[src/rtl/hdlc_mon_pkg.sv]
//==============================================================================
// Module   : hdlc_mon_pkg
// Purpose  : Shared constants, error-rule indices and the saturating counter
//            helper for the HDLC Rx protocol monitor.
// Contents : HDLC_FLAG  - the 8-bit HDLC flag pattern (01111110)
//            err_idx_t  - bit positions of each rule in the violation vector
//            sat_inc()  - saturating error-counter update with clear
// Revision : 1.0 - initial release
//==============================================================================
`default_nettype none

package hdlc_mon_pkg;

   localparam logic [7:0] HDLC_FLAG = 8'h7E;

   // Widest error counter the helper can service.
   localparam int SAT_MAX_W = 32;

   localparam int NUM_ERR = 4;

   typedef enum logic [1:0] {
      ERR_FLAG  = 2'd0,
      ERR_ABORT = 2'd1,
      ERR_IDLE  = 2'd2,
      ERR_OVF   = 2'd3
   } err_idx_t;

   // Counter update for one rule. A clear wins over the held value but a hit
   // in the same cycle is still recorded, so clear+hit leaves the count at 1.
   // 'width' is the real counter width; the counter sticks at all-ones.
   function automatic logic [SAT_MAX_W-1:0] sat_inc(
      input logic [SAT_MAX_W-1:0] cnt,
      input logic                 clr,
      input logic                 hit,
      input int unsigned          width
   );
      logic [SAT_MAX_W-1:0] w_max;
      w_max = {SAT_MAX_W{1'b1}} >> (SAT_MAX_W - width);
      if (clr) begin
         sat_inc = {{(SAT_MAX_W-1){1'b0}}, hit};
      end else if (hit && (cnt != w_max)) begin
         sat_inc = cnt + SAT_MAX_W'(1);
      end else begin
         sat_inc = cnt;
      end
   endfunction

endpackage : hdlc_mon_pkg

`default_nettype wire

[src/rtl/hdlc_mon_latchk.sv]
//==============================================================================
// Module   : hdlc_mon_latchk
// Purpose  : Generic "trigger now, expect a strobe exactly LAT cycles later"
//            checker. Every trigger is tracked independently, so overlapping
//            obligations each get their own deadline.
// Ports    : Clk      - clock
//            Rst      - synchronous active-high reset (drops pending work)
//            trig     - starts an obligation this cycle
//            expected - strobe that must be high at the deadline cycle
//            viol     - high in a deadline cycle whose strobe is missing
// Revision : 1.0 - initial release
//==============================================================================
`default_nettype none

module hdlc_mon_latchk #(
   parameter int LAT = 2
) (
   input  logic Clk,
   input  logic Rst,
   input  logic trig,
   input  logic expected,
   output logic viol
);

   // Bit k set means an obligation triggered k+1 cycles ago.
   logic [LAT-1:0] r_pend;

   generate
      if (LAT == 1) begin : g_lat1
         always_ff @(posedge Clk) begin
            if (Rst) begin
               r_pend <= '0;
            end else begin
               r_pend <= trig;
            end
         end
      end else begin : g_latn
         always_ff @(posedge Clk) begin
            if (Rst) begin
               r_pend <= '0;
            end else begin
               r_pend <= {r_pend[LAT-2:0], trig};
            end
         end
      end
   endgenerate

   assign viol = r_pend[LAT-1] & ~expected;

endmodule : hdlc_mon_latchk

`default_nettype wire

[src/rtl/hdlc_rx_protocol_monitor.sv]
//==============================================================================
// Module   : hdlc_rx_protocol_monitor
// Purpose  : Passive runtime checker for the HDLC Rx path. Watches the serial
//            line, the enables and the Rx status strobes and counts
//            flag-latency, abort-latency and idle-pattern violations in
//            saturating counters with a sticky summary flag.
// Ports    : Clk, Rst          - clock, synchronous active-high reset
//            Rx                - serial receive line
//            TxEN, RxEN        - transmitter / receiver enables
//            Rx_FlagDetect     - flag-detect strobe under observation
//            Rx_AbortDetect    - abort-detect strobe under observation
//            Rx_ValidFrame     - frame-in-progress under observation
//            Rx_AbortSignal    - abort indication under observation
//            Clr               - clears counters and ErrAny
//            ErrFlagCnt        - flag-latency violations
//            ErrAbortCnt       - abort-latency violations
//            ErrIdleCnt        - idle-pattern violations
//            ErrAny            - sticky: any violation since reset/Clr
//            IdlePass          - pulse per IDLE_LEN ones with both enables low
// Option   : HDLC_MON_OVERFLOW_CHK_EN adds Rx_Overflow (in) and ErrOvfCnt
//            (out); overflow outside a valid frame is then a violation.
// Revision : 1.0 - initial release
//==============================================================================
`default_nettype none

module hdlc_rx_protocol_monitor
   import hdlc_mon_pkg::*;
#(
   parameter int FLAG_LAT  = 2,
   parameter int ABORT_LAT = 1,
   parameter int IDLE_LEN  = 8,
   parameter int CNT_W     = 8
) (
   input  logic             Clk,
   input  logic             Rst,
   input  logic             Rx,
   input  logic             TxEN,
   input  logic             RxEN,
   input  logic             Rx_FlagDetect,
   input  logic             Rx_AbortDetect,
   input  logic             Rx_ValidFrame,
   input  logic             Rx_AbortSignal,
   input  logic             Clr,
`ifdef HDLC_MON_OVERFLOW_CHK_EN
   input  logic             Rx_Overflow,
   output logic [CNT_W-1:0] ErrOvfCnt,
`endif
   output logic [CNT_W-1:0] ErrFlagCnt,
   output logic [CNT_W-1:0] ErrAbortCnt,
   output logic [CNT_W-1:0] ErrIdleCnt,
   output logic             ErrAny,
   output logic             IdlePass
);

   localparam int REM_W = $clog2(IDLE_LEN);

   logic [7:0]         r_hist;
   logic               w_flagMatch;
   logic               w_abortTrig;
   logic               w_bothLow;
   logic [REM_W-1:0]   r_rem;
   logic [REM_W-1:0]   r_run;
   logic               r_idlePass;
   logic [NUM_ERR-1:0] w_viol;
   logic               w_anyViol;
   logic [CNT_W-1:0]   r_errFlagCnt;
   logic [CNT_W-1:0]   r_errAbortCnt;
   logic [CNT_W-1:0]   r_errIdleCnt;
   logic               r_errAny;

   //---------------------------------------------------------------------------
   // Flag rule. History resets to all-ones so no 0...0 pattern can be formed
   // until eight fresh bits have arrived.
   //---------------------------------------------------------------------------
   always_ff @(posedge Clk) begin
      if (Rst) begin
         r_hist <= 8'hFF;
      end else begin
         r_hist <= {r_hist[6:0], Rx};
      end
   end

   assign w_flagMatch = ({r_hist[6:0], Rx} == HDLC_FLAG);

   hdlc_mon_latchk #(.LAT(FLAG_LAT)) u_flagChk (
      .Clk      (Clk),
      .Rst      (Rst),
      .trig     (w_flagMatch),
      .expected (Rx_FlagDetect),
      .viol     (w_viol[ERR_FLAG])
   );

   //---------------------------------------------------------------------------
   // Abort rule: only an abort inside a frame obliges Rx_AbortSignal.
   //---------------------------------------------------------------------------
   assign w_abortTrig = Rx_AbortDetect & Rx_ValidFrame;

   hdlc_mon_latchk #(.LAT(ABORT_LAT)) u_abortChk (
      .Clk      (Clk),
      .Rst      (Rst),
      .trig     (w_abortTrig),
      .expected (Rx_AbortSignal),
      .viol     (w_viol[ERR_ABORT])
   );

   //---------------------------------------------------------------------------
   // Idle rule. r_rem keeps the line obligated for IDLE_LEN-1 cycles after the
   // last both-enables-low cycle, so IDLE_LEN ones must follow each such cycle.
   //---------------------------------------------------------------------------
   assign w_bothLow        = ~TxEN & ~RxEN;
   assign w_viol[ERR_IDLE] = (w_bothLow | (r_rem != '0)) & ~Rx;

   always_ff @(posedge Clk) begin
      if (Rst) begin
         r_rem      <= '0;
         r_run      <= '0;
         r_idlePass <= 1'b0;
      end else begin
         if (w_bothLow) begin
            r_rem <= REM_W'(IDLE_LEN - 1);
         end else if (r_rem != '0) begin
            r_rem <= r_rem - REM_W'(1);
         end

         // Run wraps at IDLE_LEN-1 -> 0 on the IDLE_LEN-th one, so it never
         // needs to hold IDLE_LEN itself.
         if (w_bothLow && Rx) begin
            if (r_run == REM_W'(IDLE_LEN - 1)) begin
               r_run      <= '0;
               r_idlePass <= 1'b1;
            end else begin
               r_run      <= r_run + REM_W'(1);
               r_idlePass <= 1'b0;
            end
         end else begin
            r_run      <= '0;
            r_idlePass <= 1'b0;
         end
      end
   end

   //---------------------------------------------------------------------------
   // Optional overflow rule.
   //---------------------------------------------------------------------------
`ifdef HDLC_MON_OVERFLOW_CHK_EN
   logic [CNT_W-1:0] r_errOvfCnt;

   assign w_viol[ERR_OVF] = Rx_Overflow & ~Rx_ValidFrame;

   always_ff @(posedge Clk) begin
      if (Rst) begin
         r_errOvfCnt <= '0;
      end else begin
         r_errOvfCnt <= CNT_W'(sat_inc(SAT_MAX_W'(r_errOvfCnt), Clr,
                                       w_viol[ERR_OVF], CNT_W));
      end
   end

   assign ErrOvfCnt = r_errOvfCnt;
`else
   assign w_viol[ERR_OVF] = 1'b0;
`endif

   //---------------------------------------------------------------------------
   // Counters and sticky summary.
   //---------------------------------------------------------------------------
   assign w_anyViol = |w_viol;

   always_ff @(posedge Clk) begin
      if (Rst) begin
         r_errFlagCnt  <= '0;
         r_errAbortCnt <= '0;
         r_errIdleCnt  <= '0;
         r_errAny      <= 1'b0;
      end else begin
         r_errFlagCnt  <= CNT_W'(sat_inc(SAT_MAX_W'(r_errFlagCnt), Clr,
                                         w_viol[ERR_FLAG], CNT_W));
         r_errAbortCnt <= CNT_W'(sat_inc(SAT_MAX_W'(r_errAbortCnt), Clr,
                                         w_viol[ERR_ABORT], CNT_W));
         r_errIdleCnt  <= CNT_W'(sat_inc(SAT_MAX_W'(r_errIdleCnt), Clr,
                                         w_viol[ERR_IDLE], CNT_W));
         r_errAny      <= Clr ? w_anyViol : (r_errAny | w_anyViol);
      end
   end

   assign ErrFlagCnt  = r_errFlagCnt;
   assign ErrAbortCnt = r_errAbortCnt;
   assign ErrIdleCnt  = r_errIdleCnt;
   assign ErrAny      = r_errAny;
   assign IdlePass    = r_idlePass;

endmodule : hdlc_rx_protocol_monitor

`default_nettype wire

[config.mk]
export PLATFORM = sky130hd
export DESIGN_NAME = hdlc_rx_protocol_monitor
export DESIGN_NICKNAME = d
export VERILOG_FILES = /design/src/rtl/hdlc_mon_pkg.sv /design/src/rtl/hdlc_mon_latchk.sv /design/src/rtl/hdlc_rx_protocol_monitor.sv
export SDC_FILE = /design/constraint.sdc
export NUM_CORES = 1
export LEC_CHECK = 0
export ABC_CLOCK_PERIOD_IN_PS = 3200
export BUFFER_PORTS_ARGS = -buffer_cell sky130_fd_sc_hd__buf_2
export CAP_MARGIN = 20
export CORE_MARGIN = 2
export CORE_UTILIZATION = 40
export CTS_CLUSTER_DIAMETER = 120
export DETAILED_ROUTE_END_ITERATION = 8
export PLACE_DENSITY = 0.58
export SYNTH_ARGS = -nofsm -noshare
export SYNTH_HDL_FRONTEND = slang
export SYNTH_HIERARCHICAL = 1
export SYNTH_SLANG_ARGS = --single-unit
[constraint.sdc]
create_clock -name Clk -period 3.2 [get_ports Clk]
set_clock_uncertainty 0.1 [all_clocks]
set_input_delay 0.8 -clock Clk [delete_from_list [all_inputs] [get_ports Clk]]
set_output_delay 0.8 -clock Clk [all_outputs]
set_load 0.1 [all_outputs]
# Yosys cells after proc, flatten, opt, wreduce, memory -nomap -nowiden
# Cells that the tools add are included.
# classes
n_mux,10
bitwise,13
eq_ne,5
addsub,5
n_reduce_logical,13
# ops
operator,count
adder 8 x 1 -> 8 bit (second input constant),3
!= test 8 bit (second input constant),3
equality test 8 x 7 -> 1 bit (second input constant),1
two-way mux 1 bit,8
nonzero test 2 bit,4
two-way mux 3 bit,2
inverter 1 bit,6
OR reduction 3 bit,2
AND 1 bit,5
logical AND 1 bit,4
OR reduction 2 bit,2
adder 3 x 1 -> 3 bit (second input constant),1
equality test 3 bit (second input constant),1
nonzero test 3 bit,1
subtractor 3 x 1 -> 3 bit (second input constant),1
OR 1 bit,2
# totals
regBits,42
word_cells,59
inputBits,10

# Longest topological paths before layout
# Gate-level depths: netlist (run 1).
# depth
word_depth,7
depth_mapped,6
depth_no_buf,6

# By module
# Netlist (run 1), hierarchy kept.
# modules_own_cells
module,cells_each,seq_area_each_um2,area_each_um2,n_inst
hdlc_rx_protocol_monitor,192,780.7,1795.5,1
hdlc_mon_latchk at u_flagChk,5,40.0,66.3,1
hdlc_mon_latchk at u_abortChk,3,20.0,47.5,1

# Worst setup path after synthesis (run 1)
# Ideal clock, no wire load.
# synth_timing
path_type,register to register
start,"register r_errAbortCnt[1], in the netlist ErrAbortCnt[1]"
end,"register r_errAbortCnt[0], in the netlist ErrAbortCnt[0]"
n_path_buf,0
t_arrival_ns,2.025
path_stages_with_launch,6
setup_slack_ns,0.945
setup_ns,0.130
period_less_slack_ns,2.255
required_ns,2.970
cell_sequence,dfxtp_1 ha_1 nand4_1 or2_2 a31oi_1 a21oi_1
# synth_between
elab_chain_len,3
# synth_lines
element,line_no,source
from (decl),hdlc_rx_protocol_monitor.sv:67,logic [CNT_W-1:0] r_errAbortCnt;
from (signal assigned),hdlc_rx_protocol_monitor.sv:178,"r_errAbortCnt <= CNT_W'(sat_inc(SAT_MAX_W'(r_errAbortCnt), Clr,"
!= test 8 bit,hdlc_mon_pkg.sv:41,end else if (hit && (cnt != w_max)) begin
logical AND 1 bit,hdlc_mon_pkg.sv:41,
nonzero test 2 bit (no line),-,
# Every way passes these cells.
# A chain may end at the register's enable or synchronous reset.

# Worst setup path in the final report (run 1)
# layout_timing
start,"register r_errIdleCnt[3], in the netlist ErrIdleCnt[3]"
end,output port ErrIdleCnt[3]
# layout_lines
element,line_no,source
from (decl),hdlc_rx_protocol_monitor.sv:68,logic [CNT_W-1:0] r_errIdleCnt;
from (signal assigned),hdlc_rx_protocol_monitor.sv:180,"r_errIdleCnt <= CNT_W'(sat_inc(SAT_MAX_W'(r_errIdleCnt), Clr,"
to (decl),hdlc_rx_protocol_monitor.sv:50,"output logic [CNT_W-1:0] ErrIdleCnt,"
# No word-level cell between the ends.

==> run summary, run 1 <==
The endpoint identified for the worst register-to-register timing path is ErrIdleCnt[2]$_SDFFE_PP0P_. The run gives 2 as the number of H-tree levels. TritonCTS built the clock tree.

The buffers plus inverters on the worst setup path came out at 1. Setup repair after global routing left no endpoint under its margin. OpenSTA, run right after detailed placement, puts the worst setup slack at 0.907 ns. The logs give 0.667 for the headroom to the max-slew limit and 0.29 ns for the insertion delay of the later-clocked pin in the worst-skew pair. For this run the aggregate overflow at the end of global routing stands at 0. STA classifies the critical path endpoint as an output pin. The number of detailed-route iterations in the first pass was 4; the ratio of final minimum period to clock period was 0.668. The path type of the worst min-delay path is flip-flop to flip-flop. The run gives 0.282 mV as the largest vdd supply drop. The initial antenna violation count is 0. The highest-delay cell along the critical path was buf_2. The internal portion of the total power is 0.766 mW. The worst setup path is launched from a flip-flop. The die outline height is 73.1 um, and the post-synthesis sequential element count is 42. Violation count after the first detailed-route iteration: 63. Subtracting the final worst setup slack from the clock period gives 2.14 ns. The logs give 0.440 for the share of synthesized area occupied by flip-flops and latches and 200 for the number of standard cells after synthesis. The root buffer cell chosen for the clock tree is clkbuf_8.

In this run the tool buffered the top-level ports with 35 buffer cells. Each instance of the synthesized netlist takes up on average 9.55 um^2. The count of endpoints failing setup in the final report came out at 0. The synthesized netlist contains 47 unique library cells. In the detailed route, the total length drawn on met2 is 1730 um. The critical path goes through buf_2. The wire length of the first global-routing pass is 6060 um. The tools report the total half-perimeter wirelength after legalization and detailed placement as 2630 um. From left edge to right edge, the die measures 73.1 um. For the worst setup path, the data arrival time is 1.24 ns.

The final max-slew violation count is 0, and the final count of hold timing violations is 0. After routing, the total negative slack on setup checks comes to 0 ns. Registers take 841 um^2. The setup path with the least slack is of type flip-flop to output pin.

Max-cap violations in this run came to 0. After the flow finishes, the layout carries non-filler instances totaling 289. The most common library cell in the layout ignoring fill and taps was dfxtp_1.

For the net count of the mapped netlist, the log shows 217. The combinational power share came out at 0.181. 0 antenna diodes ended up in the layout.

After routing the design area is 2180 um^2. For this run, design rule violations remaining after detail routing come to 0. The critical path starts at ErrIdleCnt[3]$_SDFFE_PP0P_.

The number of cells traversed by the worst hold path was 1. The summed instance area of the synthesized netlist was 1910 um^2; the worst hold slack across all endpoints was 0.323 ns. The total area inside the core boundary comes to 4660 um^2.

From synthesis to final layout, the design area changed by 14.0%. The highest layer touched by signal routing is met4. The standard-cell row count was 25; the buffer depth of the longest clock path was 2.

CTS saw 42 sinks. Timing would allow up to 468 MHz. Broken down by cell family, the worst path's largest delay share belongs to buffers and inverters. Pin placement for this block handled 36 I/O pins. The tools report the fill cell total of the finished layout as 461. For the residual antenna-violating net count after detailed routing, the log shows 0.

The aggregate routed wire length is 3710 um, and the worst-path maximum fanout is 7. The final layout contains 252 nets. In this run, post-CTS repair resized a total of 0 instances.

Leaving out fill and tap cells, the most frequent cells in the layout are dfxtp_1, buf_2, a21oi_1. The TritonCTS buffer count is 5. The clock network fraction of design power is 0.297, and the buffer count from post-CTS setup fixing is 0. The run gives 282 as the placed instance count. For the leakage dissipation, the log shows 0.881 nW. Entering global routing, the biggest net connects 23 pins. The startpoint identified for the worst hold timing path is r_run[0]$_SDFF_PP0_. The routability congestion estimate from global placement came out at 0.731. The largest incremental delay on the critical path is 0.48 ns, and the met1 wire length is 1790 um. At the pin with the least slew margin, the transition time is 0.498 ns. For flop-to-flop paths, the worst setup slack is 1.30 ns. For the sequential fraction of design power, the log shows 0.522.

Setup slack on the critical path of the routed design comes to 1.06 ns. The run finished with clean final reports. For this run, the number of Yosys warnings is 6. Summed over all nets, wire length on met3 after detailed routing comes to 162 um. The run gives 2.30 ns as the required time at the worst-slack endpoint. Number of cells on the worst reg-to-reg path: 5. Dividing the detail-routed via count by the number of cells gives 5.31. The share of final-layout standard cells stronger than drive strength 1 was 0.255. For the via count of the first global-routing pass, the log shows 1342. The path with the worst hold slack has its endpoint at r_run[0]$_SDFF_PP0_. The average wire length per cell after detail routing is 12.8 um, and the area enclosed by the die boundary is 5340 um^2. The analysis attributes to net switching a power of 0.298 mW.

The global-route usage over all layers was 0.146. The fraction of power spent switching nets is 0.280. Buffers inserted to repair hold after CTS numbered 0. The multi-input combinational cells in the finished layout cover a total of 995 um^2. The clock-pin transition on the worst setup and hold timing paths works out to 0.08 ns. The total power per unit cell area is 489 nW/um^2, and the cell area after placement is 2100 um^2. The via total after detailed routing is 1534, and the initial core utilization is 0.410. The startpoint identified for the worst register-to-register timing path is ErrIdleCnt[0]$_SDFFE_PP0P_.
flip-flops by register name, indices dropped and copies added, names as in the netlist:
name	count
r_run	3
ErrIdleCnt	8
u_abortChk/r_pend	1
ErrFlagCnt	8
IdlePass	1
r_hist	7
ErrAbortCnt	8
u_flagChk/r_pend	2
r_rem	3
ErrAny	1
per-stage QoR:
stage                util  power [mW]
finish              0.467        1.06
floorplan               -       0.731
global placement    0.450       0.762
detailed placement  0.450       0.762
CTS                 0.467        1.08
global route        0.467        1.13
metal layers:
metal | vias up | GRT usage
met5 | - | 0
met4 | 0 | 0.0432
met3 | 2 | 0.0442
met2 | 28 | 0.228
met1 | 703 | 0.193
li1 | 801 | -
worst max path at each step:
stage / to / slack, ns / cells after the start
after floorplan: ErrAbortCnt[0]$_SDFFE_PP0P_ / 0.95 / 5
final: ErrIdleCnt[3] / 1.06 / 1
after global routing: ErrIdleCnt[3] / 0.99 / 1
after CTS: ErrIdleCnt[3] / 1.04 / 1
after global placement: ErrIdleCnt[7]$_SDFFE_PP0P_ / 0.95 / 5
after detailed placement: ErrIdleCnt[7]$_SDFFE_PP0P_ / 0.91 / 5
power by group through the flow:
stage / registers, mW / clock network, mW / logic, mW
6_report: 0.555 / 0.316 / 0.192
3_5_place_dp: 0.567 / 0 / 0.194
2_1_floorplan: 0.602 / 0 / 0.129
3_3_place_gp: 0.568 / 0 / 0.194
4_1_cts: 0.556 / 0.332 / 0.195
5_1_grt: 0.559 / 0.358 / 0.213
worst reg2reg max path, cell delays in order, from the launching register on:
cell and delay (ns):
dfxtp_1 0.37, ha_1 0.30, and4_1 0.30, a221oi_4 0.41, a21oi_1 0.12, a31o_1 0.19
cell usage after synthesis, drive strengths merged:
cell type  count  area [um^2]
or3            3         18.8
nor2          11         41.3
or4            2         15.0
nand3b         1         7.51
nor2b          6         60.1
and2           3         18.8
a21oi         20          100
and4           5         43.8
nand4b         2         17.5
a221oi         1         26.3
o2111ai        1         8.76
nand3          7         40.0
nand2         11         41.3
ha             7         87.6
xor2           3         26.3
nor4b          3         26.3
clkbuf         5         38.8
xnor2          2         17.5
nor3b          1         7.51
mux2           1         11.3
nor3           5         25.0
o2111a         1         11.3
inv            5         18.8
a41oi          1         8.76
nor4           1         6.26
o21ai          9         45.0
nand4          6         37.5
and2b          1         10.0
and3           3         18.8
a211o          1         10.0
o211ai         2         15.0
nor4bb         1         10.0
a21o           1         7.51
a31o           2         17.5
a31oi          5         31.3
or2           10         62.6
mux2i          4         40.0
dfxtp         42          841
o31ai          2         15.0
buf            2         16.3
a211oi         1         7.51
cells by family (layout without fill, tap and decap cells):
| kind of cell | after synthesis | in the layout | synth area share |
|---|---|---|---|
| AND/OR/NAND/NOR | 82 | 82 | 0.266 |
| buffers and inverters | 12 | 47 | 0.0387 |
| adder cells (fa/ha/maj) | 7 | 7 | 0.0459 |
| AO/OA/AOI/OAI | 47 | 47 | 0.159 |
| multiplexers | 5 | 5 | 0.0269 |
| XOR/XNOR | 5 | 5 | 0.0229 |
| flip-flops | 42 | 42 | 0.440 |
area by class of cell:
| type | count | area share |
|---|---|---|
| inverters | 5 | 0.00863 |
| clock inverters | 2 | 0.00460 |
| clock buffers | 5 | 0.0316 |
| multi-input cells | 146 | 0.457 |
| repair buffers | 35 | 0.0805 |
| flip-flops and latches | 42 | 0.386 |
| well taps | 54 | 0.0311 |
Power figures use the tool's default switching activity.
==> run 2, diff against run 1 <==
--- a/config.mk
+++ b/config.mk
@@ -5,7 +5,7 @@
 export SDC_FILE = /design/constraint.sdc
 export NUM_CORES = 1
 export LEC_CHECK = 0
-export ABC_CLOCK_PERIOD_IN_PS = 3200
+export ABC_CLOCK_PERIOD_IN_PS = 2100
 export BUFFER_PORTS_ARGS = -buffer_cell sky130_fd_sc_hd__buf_2
 export CAP_MARGIN = 20
 export CORE_MARGIN = 2
==> constraint.sdc (replaced) <==
create_clock -name Clk -period 2.1 [get_ports Clk]
set_clock_uncertainty 0.1 [all_clocks]
set_input_delay 0.525 -clock Clk [delete_from_list [all_inputs] [get_ports Clk]]
set_output_delay 0.525 -clock Clk [all_outputs]
set_load 0.1 [all_outputs]
==> run 2 against run 1 <==
Effect of this change:
- critical path depth did not move
- first-iteration DRC count rose by 13%
- hold slack better by 0.0030 ns
- via count rose by 2.8%
- cell count is 1.7% higher
- largest power group unchanged
- core utilization up 1.5 points
- wire length up 1.6%
- clock-buffer cell count increased by 2
==> run summary, run 2 (synthesis gave the netlist of run 1 again) <==
The flow ran to the end, and the final reports show no timing, DRC or antenna violations. For the required time at the worst-slack endpoint, the log shows 1.47 ns (was 2.30 ns). The minimum clock period after layout was 1.84 ns; the overflow left after global routing was 0 (unchanged). For the total power after layout, the log shows 1.77 mW (was 1.06 mW).

Post-cts sizing count: 0 (unchanged). The post-cts hold buffer count is 0 (unchanged). The worst-path maximum fanout is 8 (was 7), and the floorplan die width is 73.1 um (unchanged).

Aggregate routed wire length: 3770 um (was 3710 um). The launching point of the worst reg2reg path is ErrIdleCnt[0]$_SDFFE_PP0P_ (unchanged). Path type of the worst min-delay path: flip-flop to flip-flop (unchanged). The count of endpoints failing setup in the final report was 0 (unchanged). The slew at the pin closest to its max-slew limit is 0.490 ns (was 0.498 ns).

The number of H-tree levels is 2 (unchanged), and the routability congestion estimate from global placement is 0.797 (was 0.731). Series of cell instances along the critical path: buf_2 (unchanged). Timing would allow up to 543 MHz. The tools report the root buffer cell as clkbuf_8 (unchanged). The residual antenna-violating net count after detailed routing is 0 (unchanged). The count of input and output buffers was 35 (unchanged). Remaining design rule violation count: 0 (unchanged).

The highest-delay cell along the critical path was buf_2 (unchanged). The run gives 1.22 ns (was 1.24 ns) as the endpoint arrival time on the critical path. The standard-cell row count was 25 (unchanged). Total half-perimeter wirelength after legalization and detailed placement: 2720 um (was 2630 um). The utilization after layout is 0.482 (was 0.467), and the largest incremental delay on the critical path is 0.47 ns (was 0.48 ns). The count of clock tree sinks is 42 (unchanged). The final max-slew violation count came out at 0 (unchanged). Setup repair after global routing left no endpoint under its margin. The via density per instance works out to 5.36 (was 5.31). Commonest cells after routing, fill and taps aside: buf_2, dfxtp_1, a21oi_1 (was dfxtp_1, buf_2, a21oi_1). The largest vdd supply drop was 0.478 mV (was 0.282 mV). The total power per unit cell area was 786 nW/um^2 (was 489 nW/um^2).

The count of pins on the block boundary was 36 (unchanged). Buffers plus inverters on the worst setup path: 1 (unchanged). TritonCTS built the clock tree.

The initial antenna violation count was 0 (unchanged); the core area was 4660 um^2 (unchanged). For the antenna cell count, the log shows 0 (unchanged). The max-capacitance violation count is 0 (unchanged). Share of final-layout standard cells stronger than drive strength 1: 0.304 (was 0.255). The kind of start point of the critical path is a flip-flop (unchanged).

The via count of the first global-routing pass is 1396 (was 1342), and the initial core utilization is 0.410 (unchanged). The run gives 0.151 (was 0.146) as the global-route usage over all layers. The TritonCTS buffer count came out at 5 (unchanged). The kind of critical path was flip-flop to output pin (unchanged).

The tools report the startpoint of the tightest hold check path as r_run[0]$_SDFF_PP0_ (unchanged). The violation count after the first detailed-route iteration is 71 (was 63), and the insertion delay of the later-clocked pin in the worst-skew pair is 0.29 ns (about the same). The wire length of the first global-routing pass came out at 6320 um (was 6060 um). The leakage dissipation came out at 0.913 nW (was 0.881 nW).

The family of cells with the greatest summed delay on the critical path is buffers and inverters (unchanged). The die outline height works out to 73.1 um (unchanged). The logs give 0.676 (was 0.667) for the headroom to the max-slew limit and 0 (unchanged) for the buffer count from post-CTS setup fixing.

Ratio of final minimum period to clock period: 0.877. The largest net degree at the start of global routing was 18 (was 23). The most common library cell in the layout ignoring fill and taps is buf_2 (was dfxtp_1).

The layout overhead on the synthesized area was 17.6% (was 14.0%); the number of nets in the layout was 256 (was 252). The average wire length per cell after detail routing was 12.8 um (about the same). The buffer depth of the longest clock path is 2 (unchanged), and the final count of hold timing violations is 0 (unchanged). The tools report the worst setup path startpoint as ErrFlagCnt[5]$_SDFFE_PP0P_ (was ErrIdleCnt[3]$_SDFFE_PP0P_). The via total after detailed routing was 1577 (was 1534). The clock-pin transition on the worst setup and hold timing paths is 0.08 ns (about the same), and the area enclosed by the die boundary is 5340 um^2 (unchanged).

The tools report the kind of end point of the critical path as an output pin (unchanged). For the number of detailed-route iterations in the first pass, the log shows 4 (unchanged).
-- run 2: cell types whose count changed in the layout (fill, tap and decap cells not counted), sizes merged --
cell and delta:
clkinv -2, buf +4, clkbuf +2, bufinv +1
-- run 2: through the flow --
step / worst slack, ns / cell area (um^2) / hold WS, ns / TNS, ns / cells
detailed placement: 0.168 / 2140 / 0.313 / 0 / 286
global placement: 0.198 / 2140 / 0.314 / 0 / 286
global route: 0.174 / 2250 / 0.338 / 0 / 294
CTS: 0.246 / 2250 / 0.330 / 0 / 294
floorplan: -0.0632 / 1920 / 0.298 / -0.0632 / 200
finish: 0.259 / 2250 / 0.326 / 0 / 294
-- run 2: worst paths after layout --
check                                                  end  slack (ns)  cells past startpoint
worst min register to register         r_run[0]$_SDFF_PP0_        0.33                      1
worst max register to register  ErrIdleCnt[2]$_SDFFE_PP0P_        0.27                      5
worst min-delay path                   r_run[0]$_SDFF_PP0_        0.33                      1
worst max-delay path                         ErrFlagCnt[5]        0.26                      1
-- run 2: power by group --
part	total [mW]	switching, mW	internal (mW)
Combinational	0.299	0.179	0.120
Clock	0.620	0.264	0.356
Sequential	0.847	0.0178	0.830
Total	1.77	0.461	1.31
-- run 2: area by class of cell --
cell class | instances | area (um^2)
inverters | 5 | 18.8
multi-input cells | 146 | 995
well taps | 54 | 67.6
fillers | 455 | 2410
flip-flops and latches | 42 | 853
repair buffers | 39 | 205
clock buffers | 7 | 76.3
clock inverters | 1 | 30.0
-- run 2: per-layer routing --
layer	routed length, um	global-route usage
met4	40	0.0494
met3	152	0.0401
met1	1840	0.200
met5	0	0
met2	1740	0.239
